--- config.mk ---
export PLATFORM = sky130hd
export DESIGN_NAME = trap_seq
export DESIGN_NICKNAME = d
export VERILOG_FILES = /design/src/rtl/trap_seq_pkg.sv /design/src/rtl/trap_prio.sv /design/src/rtl/trap_seq.sv
export SDC_FILE = /design/constraint.sdc
export NUM_CORES = 1
export LEC_CHECK = 0
export ABC_AREA = 1
export CAP_MARGIN = 20
export CORE_AREA = 2 2 434 436
export CTS_BUF_LIST = sky130_fd_sc_hd__clkbuf_4
export CTS_CLUSTER_SIZE = 14
export DETAILED_ROUTE_END_ITERATION = 7
export DIE_AREA = 0 0 436 438
export PLACE_DENSITY_LB_ADDON = 0.2
export RECOVER_POWER = 100
export SYNTH_ARGS = -nofsm -noshare
export SYNTH_HDL_FRONTEND = slang
export SYNTH_SLANG_ARGS = --single-unit
--- constraint.sdc ---
create_clock -name clk -period 2.8 [get_ports clk]
set_clock_uncertainty 0.2 [all_clocks]
set_input_delay 0.28 -clock clk [delete_from_list [all_inputs] [get_ports clk]]
set_output_delay 0.28 -clock clk [all_outputs]
set_load 0.02 [all_outputs]
--- src/rtl/trap_seq_pkg.sv ---
// Shared encodings for the trap sequencer: sysop/cause codes, FSM states and the command record.
// The optional interrupt path is enabled with the TRAP_SEQ_IRQ_EN macro (see trap_seq.sv).
package trap_seq_pkg;

   localparam int XLEN = 64;
   localparam int OPW  = 5;

   localparam logic [3:0] CAUSE_INSN_ILLEGAL = 4'd2;
   localparam logic [3:0] CAUSE_BREAKPOINT   = 4'd3;
   localparam logic [3:0] CAUSE_ECALL_M      = 4'd11;
   localparam logic [3:0] IRQ_CAUSE_DEFAULT  = 4'd7;

   // bit4 marks an exception; for non-exception ops the low nibble selects the CSR action
   localparam logic [4:0] SYSOP_NOP     = 5'h00;
   localparam logic [4:0] SYSOP_CSR_W   = 5'h01;
   localparam logic [4:0] SYSOP_CSR_S   = 5'h02;
   localparam logic [4:0] SYSOP_CSR_C   = 5'h03;
   localparam logic [4:0] SYSOP_MRET    = 5'h04;
   localparam logic [4:0] SYSOP_ILLEGAL = {1'b1, CAUSE_INSN_ILLEGAL};
   localparam logic [4:0] SYSOP_EBREAK  = {1'b1, CAUSE_BREAKPOINT};
   localparam logic [4:0] SYSOP_ECALL   = {1'b1, CAUSE_ECALL_M};

   typedef enum logic [1:0] {
      ST_IDLE  = 2'd0,
      ST_ISSUE = 2'd1,
      ST_RESP  = 2'd2
   } trap_state_e;

   typedef struct packed {
      logic [OPW-1:0]  op;
      logic [XLEN-1:0] pc;
      logic [XLEN-1:0] tval;
      logic [XLEN-1:0] wdata;
   } csr_cmd_t;

   function automatic logic [OPW-1:0] sysop_exc(input logic [3:0] cause);
      return {1'b1, cause};
   endfunction

endpackage

--- src/rtl/trap_prio.sv ---
// Fixed-priority selector: highest set index wins; returns one-hot grant, its index and a valid flag.
module trap_prio #(
   parameter int NSRC = 4,
   parameter int IW   = (NSRC > 1) ? $clog2(NSRC) : 1
) (
   input  logic [NSRC-1:0] req,
   output logic [NSRC-1:0] gnt,
   output logic [IW-1:0]   idx,
   output logic            valid
);

   logic found_c;

   always_comb begin
      gnt     = '0;
      idx     = '0;
      found_c = 1'b0;
      for (int i = NSRC - 1; i >= 0; i--) begin
         if (req[i] && !found_c) begin
            gnt[i]  = 1'b1;
            idx     = i[IW-1:0];
            found_c = 1'b1;
         end
      end
   end

   assign valid = found_c;

endmodule

--- src/rtl/trap_seq.sv ---
// Trap/sysop sequencer: arbitrates pipeline requesters, issues one CSR command, then flushes on redirect.
// Define TRAP_SEQ_IRQ_EN to add the irq/irq_pc ports and the interrupt issue path.
module trap_seq
   import trap_seq_pkg::*;
#(
   parameter int         NSRC      = 4,
   parameter logic [3:0] IRQ_CAUSE = IRQ_CAUSE_DEFAULT
) (
   input  logic               clk,
   input  logic               rst_n,
   input  logic [NSRC-1:0]    src_req,
   input  logic [NSRC*5-1:0]  src_op,
   input  logic [NSRC*64-1:0] src_pc,
   input  logic [NSRC*64-1:0] src_tval,
   input  logic [NSRC*64-1:0] src_wdata,
   output logic [NSRC-1:0]    src_gnt,
   output logic [4:0]         csr_op,
   output logic [63:0]        csr_pc,
   output logic [63:0]        csr_tval,
   output logic [63:0]        csr_wdata,
   input  logic               csr_trap_en,
   input  logic [63:0]        csr_trap_pc,
   output logic               flush,
   output logic [63:0]        redirect_pc,
   output logic               busy
`ifdef TRAP_SEQ_IRQ_EN
   ,
   input  logic               irq,
   input  logic [63:0]        irq_pc
`endif
);

   localparam int IW = (NSRC > 1) ? $clog2(NSRC) : 1;

   csr_cmd_t        src_cmd [NSRC];
   logic [NSRC-1:0] prio_gnt;
   logic [IW-1:0]   prio_idx;
   logic            prio_valid;

   trap_seq_pkg::trap_state_e state_q, state_d;
   csr_cmd_t        cmd_q, cmd_d;
   logic            trap_en_q, trap_en_d;
   logic [63:0]     trap_pc_q, trap_pc_d;
   logic [NSRC-1:0] gnt_c;

   for (genvar gi = 0; gi < NSRC; gi++) begin : g_unpack
      assign src_cmd[gi] = '{op:    src_op[gi*5 +: 5],
                             pc:    src_pc[gi*64 +: 64],
                             tval:  src_tval[gi*64 +: 64],
                             wdata: src_wdata[gi*64 +: 64]};
   end

   trap_prio #(.NSRC(NSRC), .IW(IW)) u_prio (
      .req   (src_req),
      .gnt   (prio_gnt),
      .idx   (prio_idx),
      .valid (prio_valid)
   );

   always_comb begin
      state_d     = state_q;
      cmd_d       = cmd_q;
      trap_en_d   = trap_en_q;
      trap_pc_d   = trap_pc_q;
      gnt_c       = '0;
      csr_op      = '0;
      csr_pc      = '0;
      csr_tval    = '0;
      csr_wdata   = '0;
      flush       = 1'b0;
      redirect_pc = '0;
      busy        = 1'b0;

      case (state_q)
         ST_IDLE: begin
            if (prio_valid) begin
               gnt_c     = prio_gnt;
               cmd_d     = src_cmd[prio_idx];
               trap_en_d = 1'b0;
               trap_pc_d = '0;
               state_d   = ST_ISSUE;
            end
`ifdef TRAP_SEQ_IRQ_EN
            // pipeline requests always win; the level irq is taken only when nothing else is pending
            else if (irq) begin
               cmd_d     = '{op: sysop_exc(IRQ_CAUSE), pc: irq_pc, tval: '0, wdata: '0};
               trap_en_d = 1'b0;
               trap_pc_d = '0;
               state_d   = ST_ISSUE;
            end
`endif
         end

         ST_ISSUE: begin
            busy      = 1'b1;
            csr_op    = cmd_q.op;
            csr_pc    = cmd_q.pc;
            csr_tval  = cmd_q.tval;
            csr_wdata = cmd_q.wdata;
            // the CSR unit answers combinationally in the issue cycle
            trap_en_d = csr_trap_en;
            trap_pc_d = csr_trap_pc;
            state_d   = ST_RESP;
         end

         ST_RESP: begin
            busy        = 1'b1;
            flush       = trap_en_q;
            redirect_pc = trap_en_q ? trap_pc_q : '0;
            state_d     = ST_IDLE;
         end

         default: state_d = ST_IDLE;
      endcase
   end

   // grant is combinational from src_req in IDLE, so it must be masked while reset is held
   assign src_gnt = gnt_c & {NSRC{rst_n}};

   always_ff @(posedge clk or negedge rst_n) begin
      if (!rst_n) begin
         state_q   <= ST_IDLE;
         cmd_q     <= '0;
         trap_en_q <= 1'b0;
         trap_pc_q <= '0;
      end else begin
         state_q   <= state_d;
         cmd_q     <= cmd_d;
         trap_en_q <= trap_en_d;
         trap_pc_q <= trap_pc_d;
      end
   end

endmodule

==> key figures <==
Power
  • PD cells: a little over 600 nW/um2
  • Design Power: 28.14 mW
  • Max IR drop VDD: ~0.5 mV
  • Leakage: about 23 nW

STA
  • Final Max Tran Viols: 0
  • Final Cycle Share: 1.113
  • Min cycle time layout: 3.116 ns
  • Slew HR: 0.08357
  • Setup violations, final: around 380
  • Achievable Freq: 321.0 MHz
  • Setup TNS: -40.81 ns
  • Final hold violations: 0
  • Final setup margin: -0.3157 ns
  • Worst Tran Pin Value: 1.375 ns
  • Hold slack: 0.2488 ns
  • RSZ-0062 raised after global routing: true

Setup path
  • R2R depth: 11
  • CP startpoint kind: input pin
  • CP max FO: 40
  • CP required: 3.44 ns
  • CP Capture Type: flip-flop
  • Kind of critical path: input pin to flip-flop
  • Worst Path Arrival: 3.75 ns

Detailed routing
  • Drt total wl: 154800 um
  • DRC viols: 0
  • Drt pass-1 iters: 5
  • DR vias/cell: 3.670
  • Remaining antenna violation count after routing: 0
  • First DRT Iteration DRCs: 1579
  • WL/cell: 18.27 um
  • Vias: 31084

Clock network
  • Clock Latency Late Sink: roughly 0.96 ns
  • Clock buffer depth: 3
  • Root buffer cell: clkbuf_4
  • CTS tree: yes
  • Total CTS buffers: 86
  • Clock Sink Count: 264
  • H-Tree Depth: 3
  • Clock-pin slew on the worst setup and hold paths: ~0.06 ns

Synth
  • Most frequent cell after synthesis: nand2_1
  • Post-synth top area share: 0.3091
  • Flop and latch count out of synthesis: around 260
  • Mapped Avg Cell Area: 5.317 um2
  • Top post-synthesis cells by area: dfrtp_1 (31%), nand2_1 (29%), nor2_1 (15%), inv_1 (12%), nand3_1 (7.7%)
  • Main synth FF type: dfrtp_1
  • YS warnings: 0
  • Post-Syn Instances: 4020
  • Synthesized cell area: 21370 um2
  • Leading area contributor after synthesis: dfrtp_1
  • Asr flop ratio synth: 1.000
  • Synth cell count leaders: nand2_1 (1647), nor2_1 (854), inv_1 (661), nand3_1 (328), dfrtp_1 (264)
  • Netlist cell types: 18
  • Sequential fraction of the synthesis area: 0.3091
  • Synthesized net count: 4883
  • EDFF count, synth: 0

Global routing
  • First-pass GRT wire length: 220200 um
  • GRT Total Usage: 0.1556
  • Remaining global-route overflow: 0
  • Vias in the first global route: 31977
  • Largest net degree at the start of global routing: 111
  • Initial antenna violation count: 22

Outcome
  • Status: finished with violations
  • Failing checks: setup timing

Floorplanning
  • Row count: 159
  • I/O pins: 1126
  • Core area: ~190000 um2
  • Die Height: 438 um
  • Starting Density: 0.1145
  • Die width: 436 um
  • Die ar.: 191000 um2

Placed design
  • Placed Instances: 7527
  • Area after DPL: 36230 um2
  • Port Buf Inserts: 1125
  • Final GP Congestion: roughly 0.9
  • Hpwl dp: 118900 um
  • Place WS: 0.1105 ns

Flow run
  • MaxCap Viol Count: 0

Cells and area
  • Final Net Count: 6765
  • Fillers: about 22000
  • Finished Layout Cells: 8470
  • Cell area after layout: roughly 45000 um2
  • Core Util, Final: 0.2432
  • Synthesis-to-finish area growth: 112.3%
  • Share of cells above drive strength 1: 0.1065

Worst hold path
  • WHS Path Cells: 6
  • HP Class: input pin to flip-flop
[worst paths after layout]
check	end	slack [ns]	start
min in group asynchronous	trap_pc_q[12]$_DFFE_PN0P_	0.89	rst_n
worst min register to register	cmd_q[175]$_DFFE_PN0P_	0.28	cmd_q[175]$_DFFE_PN0P_
worst max register to register	trap_pc_q[12]$_DFFE_PN0P_	0.02	state_q[1]$_DFFE_PN0P_
worst min-delay path	trap_pc_q[60]$_DFFE_PN0P_	0.25	src_req[1]
worst max-delay path	cmd_q[3]$_DFFE_PN0P_	-0.32	src_req[3]
max in group asynchronous	cmd_q[101]$_DFFE_PN0P_	-0.18	rst_n
[critical path, stage by stage]
cell and delay (ns):
dlygate4sd3_1 0.68, inv_8 0.23, buf_12 0.26, buf_12 0.18
nand3_1 0.07, dlygate4sd3_1 0.58, nand2_1 0.06, dlygate4sd3_1 0.55
nand2_1 0.06, dlygate4sd3_1 0.55, nand2_1 0.08, nand2_1 0.05
[registers in the layout (all words and copies together) (netlist names)]
| signal | count |
|---|---|
| state_q | 2 |
| trap_pc_q | 64 |
| trap_en_q | 1 |
| cmd_q | 197 |
[power breakdown]
part           internal, mW  switching (mW)
Clock                  2.12            2.11
Combinational          7.35            9.62
Sequential             5.68            1.26
[layout make-up]
cell class	count	area, um2	area share
sequential	264	6606	0.1456
clock buffer	119	893.4	0.01969
multi-input combinational	2841	11410	0.2515
tap	2495	3122	0.06879
timing repair buffer	2044	20620	0.4544
inverter	665	2521	0.05556
clock inverter	21	151.4	0.003336
antenna	21	52.55	0.001158
[timing repair]
| item | CTS | global route |
|---|---|---|
| gates resized for setup | 936 | 340 |
| setup buffers | 17 | 17 |
| pin swaps | 1 | 2 |
| hold buffers | 740 | 0 |
| endpoints found under the setup margin | 267 | 276 |
| gates cloned | 5 | 4 |
| endpoints found under the hold margin | 526 | 0 |
[layer usage]
| layer | up-vias | GRT usage | routed length, um |
|---|---|---|---|
| met5 | - | 0 | 41 |
| li1 | 15399 | - | - |
| met3 | 186 | 0.02810 | 7291 |
| met4 | 6 | 0.04169 | 4154 |
| met1 | 14621 | 0.1891 | 65160 |
| met2 | 872 | 0.2795 | 78120 |
[kinds of logic (layout without fill, tap and decap cells)]
family          Yosys count  in the layout  synth area share
compound gates            2              2         0.0004683
fa+ha+maj                 4              4          0.002342
buf+inv                 915           2849            0.1702
flops                   264            264            0.3091
other cells               0             21                 0
simple gates           2835           2835            0.5179
[layout by cell type (no fill, tap or decap), drive strengths merged, types with 2 or more instances in the layout]
cell           instances
nand2               1649
clkdlybuf4s50        855
nor2                 854
dlygate4sd3          738
inv                  667
nand3                328
buf                  312
dfrtp                264
clkbuf               169
clkdlybuf4s15         59
dlygate4sd2           27
diode                 21
clkinv                15
ha                     4
o21ai                  2
nor3                   2
clkinvlp               2
bufinv                 2
clkdlybuf4s18          2
Note: power is estimated with default switching activity, not from simulation.
